<file path="src/rtl/serial_add_ctrl.sv">
// Bit-serial adder controller: captures a/b on start, adds LSB-first through an external carry flop.
// Latency: done pulses WIDTH+1 cycles after the start edge; sum/cout hold until the next accepted start.
// Backpressure: none; start is only sampled in IDLE and ignored while busy. Optional macro: SERIAL_ADD_SUB_EN.
module serial_add_ctrl #(
  parameter int WIDTH = 8
) (
  input  logic             clk,
  input  logic             reset,
  input  logic             start,
  input  logic [WIDTH-1:0] a,
  input  logic [WIDTH-1:0] b,
`ifdef SERIAL_ADD_SUB_EN
  input  logic             sub,
`endif
  output logic             busy,
  output logic             done,
  output logic [WIDTH-1:0] sum,
  output logic             cout,
  output logic             carry_d,
  output logic             carry_en,
  input  logic             carry_q
);

  localparam int CW = (WIDTH > 1) ? $clog2(WIDTH) : 1;

  typedef enum logic [1:0] {
    IDLE = 2'd0,
    ADD  = 2'd1,
    DONE = 2'd2
  } state_t;

  state_t           state_q, state_d;
  logic [WIDTH-1:0] sa_q, sa_d;
  logic [WIDTH-1:0] sb_q, sb_d;
  logic [WIDTH-1:0] res_q, res_d;
  logic [CW-1:0]    cnt_q, cnt_d;
  logic [WIDTH-1:0] sum_q, sum_d;
  logic             cout_q, cout_d;

  logic             s_bit;
  logic             maj_bit;
  logic             sub_sel;

`ifdef SERIAL_ADD_SUB_EN
  assign sub_sel = sub;
`else
  assign sub_sel = 1'b0;
`endif

  // One full-adder slice on the current LSBs and the externally held carry.
  always_comb begin
    s_bit   = sa_q[0] ^ sb_q[0] ^ carry_q;
    maj_bit = (sa_q[0] & sb_q[0]) | (sa_q[0] & carry_q) | (sb_q[0] & carry_q);
  end

  // Next-state, datapath updates and carry-flop controls; reset forces a carry clear.
  always_comb begin
    state_d  = state_q;
    sa_d     = sa_q;
    sb_d     = sb_q;
    res_d    = res_q;
    cnt_d    = cnt_q;
    sum_d    = sum_q;
    cout_d   = cout_q;
    carry_d  = 1'b0;
    carry_en = 1'b0;

    case (state_q)
      IDLE: begin
        if (start) begin
          sa_d     = a;
          // Subtraction is a + ~b + 1: invert b and seed the carry with 1.
          sb_d     = sub_sel ? ~b : b;
          res_d    = '0;
          cnt_d    = '0;
          carry_en = 1'b1;
          carry_d  = sub_sel;
          state_d  = ADD;
        end
      end
      ADD: begin
        carry_en = 1'b1;
        carry_d  = maj_bit;
        res_d    = {s_bit, res_q[WIDTH-1:1]};
        sa_d     = sa_q >> 1;
        sb_d     = sb_q >> 1;
        cnt_d    = cnt_q + CW'(1);
        if (cnt_q == CW'(WIDTH - 1)) begin
          // Publish on DONE entry so sum/cout are valid in the done cycle;
          // maj_bit is exactly what carry_q will hold during DONE.
          sum_d   = {s_bit, res_q[WIDTH-1:1]};
          cout_d  = maj_bit;
          state_d = DONE;
        end
      end
      DONE: begin
        state_d = IDLE;
      end
      default: begin
        state_d = IDLE;
      end
    endcase

    if (reset) begin
      carry_en = 1'b1;
      carry_d  = 1'b0;
    end
  end

  // State and datapath registers with synchronous reset.
  always_ff @(posedge clk) begin
    if (reset) begin
      state_q <= IDLE;
      sa_q    <= '0;
      sb_q    <= '0;
      res_q   <= '0;
      cnt_q   <= '0;
      sum_q   <= '0;
      cout_q  <= 1'b0;
    end else begin
      state_q <= state_d;
      sa_q    <= sa_d;
      sb_q    <= sb_d;
      res_q   <= res_d;
      cnt_q   <= cnt_d;
      sum_q   <= sum_d;
      cout_q  <= cout_d;
    end
  end

  assign busy = (state_q != IDLE);
  assign done = (state_q == DONE);
  assign sum  = sum_q;
  assign cout = cout_q;

endmodule

</file>
<file path="config.mk">
export PLATFORM = sky130hd
export DESIGN_NAME = serial_add_ctrl
export DESIGN_NICKNAME = d
export VERILOG_FILES = /design/src/rtl/serial_add_ctrl.sv
export SDC_FILE = /design/constraint.sdc
export NUM_CORES = 1
export LEC_CHECK = 0
export ABC_AREA = 0
export ABC_CLOCK_PERIOD_IN_PS = 1830
export BUFFER_PORTS_ARGS = -buffer_cell sky130_fd_sc_hd__buf_2
export CELL_PAD_IN_SITES_DETAIL_PLACEMENT = 0
export CELL_PAD_IN_SITES_GLOBAL_PLACEMENT = 1
export CORE_ASPECT_RATIO = 0.9
export CORE_MARGIN = 1
export CORE_UTILIZATION = 35
export DETAILED_ROUTE_END_ITERATION = 12
export PLACE_DENSITY_LB_ADDON = 0.2
export SKIP_CTS_REPAIR_TIMING = 1
export SLEW_MARGIN = 15
export SYNTH_ARGS = -nofsm -noshare
export SYNTH_HDL_FRONTEND = slang
export SYNTH_SLANG_ARGS = --single-unit
export TNS_END_PERCENT = 20
</file>
<file path="constraint.sdc">
create_clock -name clk -period 1.83 [get_ports clk]
set_input_delay 0.183 -clock clk [delete_from_list [all_inputs] [get_ports clk]]
set_output_delay 0.183 -clock clk [all_outputs]
set_load 0.01 [all_outputs]
</file>
==> impl_metrics.yaml <==
pwr:
  p_int_uw: 1374
  pwr-share-clk_pct: 40.5
  p_comb_share_pct: 11.0
  power.leakage_uw: 0.0007897
  powerDensity_nw_per_um2: 927.9
  total_power_uw: 1780
  power.switching_uw: 406.0
  power_frac_seq_pct: 48.5
  p_sw_share_pct: 22.82
  ir_worst_vdd_v: 0.0004304
worst_setup_path:
  cp-start-kind: "register"
  crit_type: "register to output port"
  arrival_ps: 1490
  critPathCaptureType: "output port"
  required_ps: 1650
  crit_path_max_fanout: 22
worst_hold_path:
  min_path_type: "input pin to register"
cells_and_area:
  fin_area_um2: 1918
  layoutNonFillerInstCount: 253
  final_nets: 213
  drive_gt1_share_pct: 36.13
  area_delta_synth_final_pct: 15.44
  utilization_pct: 42.45
  antenna_cells: 0
sta:
  max_clock_freq_mhz: 596.4
  timing.slew.headroom_pct: 62.75
  grt_setup_unrepaired: "no"
  finalCritPeriodShare_pct: 91.63
  slew_violations: 0
  fin_setup_tns_ps: 0
  fin_skew_ps: 5.515
  hold_viol: 0
  final-setup-viol-count: 0
  min_period_ps: 1677
  tightest_slew_ps: 558.4
floorplan:
  core.rowCount: 23
  die_w_um: 74.63
  core_um2: 4518
  die_y_um: 67.37
  initial_core_util_pct: 36.78
  ios: 33
  die_area_um2: 5027
logic_synthesis:
  syn_inst: 159
  netlist-cell-type-count: 29
  post_synth.cell_area_avg_um2: 10.45
  syn_area_um2: 1662
  synthFlopType: "dfxtp_1"
  yosysSeqAreaShare_pct: 44.58
  yosysWarnings: 0
  synth_top_area_share_pct: 44.58
  async_flop_share_pct: 0
  yosysTopAreaCell: "dfxtp_1"
  ys_seq_elements: 37
  syn_nets: 182
  synthTopCellsByArea: "dfxtp_1 (45%), a211oi_2 (11%), mux2i_1 (9.6%), a22oi_1 (5.0%), nor2_1 (4.7%)"
  synth_edf_count: 0
outcome:
  status: "complete, no violations"
global_route:
  grt_max_degree: 29
  grt_overflow: 0
  grt_usage_pct: 14.09
  antenna_found_initial: 0
  grt_pass1_wl_mm: 5.313
  grt_pass1_vias: 1157
placed_design:
  dp.final_hpwl_mm: 2.176
  dpl_cell_area_um2: 1798
  io_buffer_count: 32
  dp.cells: 245
  globalplace.congestion: 0.6886
detailed_routing:
  drtAntennaViolNets: 0
  first_pass_iters: 4
  route.detailed.drc: 0
  route.detailed.wl_per_inst_um: 12.39
  first_iter_violations: 60
  wl_mm: 3.135
  viasPerCell: 4.747
  via_count: 1201
clock_network:
  clkLatencyLatePin_ps: 280
  clk_path_buf_depth: 2
  cts_max_level: 2
  cts_sinks: 37
  clkTransAtPathRegs_ps: 70
  tritoncts: "done"
  root_buffer: "clkbuf_8"
  cts_buffers: 5
job:
  drv_cap: 0
cell families after synthesis:
family	share of synthesized area [%]
AND/OR/NAND/NOR	15.29
flip-flops	44.58
AO/OA/AOI/OAI	19.65
multiplexers	9.638
buffers and inverters	8.132
adder cells (fa/ha/maj)	2.711
sequential cells by signal, indices dropped and copies added (netlist names):
signal,cells
res_q,7
state_q,2
cnt_q,3
cout,1
sa_q,8
sum,8
sb_q,8
synthesized netlist by cell type, drive strengths merged (2+ instances only):
| library cell | number |
|---|---|
| a21oi | 9 |
| and3b | 2 |
| mux2i | 16 |
| a22oi | 11 |
| nand2 | 18 |
| buf | 10 |
| ha | 2 |
| clkbuf | 2 |
| a211oi | 14 |
| dfxtp | 37 |
| nor2 | 27 |
worst paths after layout:
check	startpoint	endpoint	slack (ps)	cells past startpoint
worst max-delay path	state_q[0]	carry_d	150	4
worst min-delay path	a[7]	sa_q[7]	160	3
worst max register to register	state_q[0]	sa_q[4]	240	4
worst min register to register	sum[1]	sum[1]	450	2
worst max-delay path: stages (launching register included):
cell	delay, ps
dfxtp_1	340
buf_4	320
nor2b_1	240
and3b_1	180
buf_2	120
layer usage:
layer	routed length (um)	vias to the layer above	track usage [%]
met1	1627	555	19.29
li1	-	613	-
met2	1310	27	20.50
met3	177	6	3.881
met4	19	0	6.368
met5	0	-	0
cell type report:
| cell class | count | area, um2 |
|---|---|---|
| tap | 62 | 77.57 |
| sequential | 37 | 740.7 |
| multi-input combinational | 109 | 789.5 |
| inverter | 1 | 3.754 |
| clock buffer | 7 | 86.33 |
| timing repair buffer | 36 | 190.2 |
| fill | 476 | 2600 |
| clock inverter | 1 | 30.03 |
power groups by stage:
| stage | combinational [uW] | clock [uW] | sequential, uW |
|---|---|---|---|
| floorplan | 174 | 0 | 877 |
| global placement | 192 | 0 | 880 |
| detailed placement | 196 | 0 | 882 |
| CTS | 196 | 749 | 863 |
| global route | 217 | 781 | 868 |
| finish | 195 | 722 | 863 |
stage by stage:
step	hold slack (ps)	worst slack, ps
after floorplan	331.3	547.8
after global placement	441.9	304.7
after detailed placement	432.9	290.0
after CTS	142.5	-4.180
after global routing	158.9	78.49
final	156.1	153.2
placed cells by master, fill, tap and decap left out:
master / netlist / final
nand2_1: 18 / 18
and3b_2: 1 / 1
or2_2: 1 / 1
bufinv_16: 0 / 1
nor3b_1: 1 / 1
a21oi_1: 9 / 9
nor2_1: 21 / 21
nand2b_1: 1 / 1
nor2b_1: 1 / 1
fa_1: 1 / 1
nand3b_2: 1 / 1
nor3_1: 1 / 1
nor2_2: 6 / 6
o21bai_2: 0 / 1
clkbuf_8: 1 / 6
and3b_1: 1 / 1
ha_1: 2 / 2
buf_4: 1 / 4
dfxtp_1: 37 / 37
a22oi_1: 11 / 11
a211oi_2: 14 / 14
buf_2: 4 / 32
mux2i_1: 16 / 16
clkbuf_1: 1 / 1
o21ba_4: 1 / 1
and2b_2: 1 / 1
inv_1: 1 / 1
(Power assumes the default switching activity.)
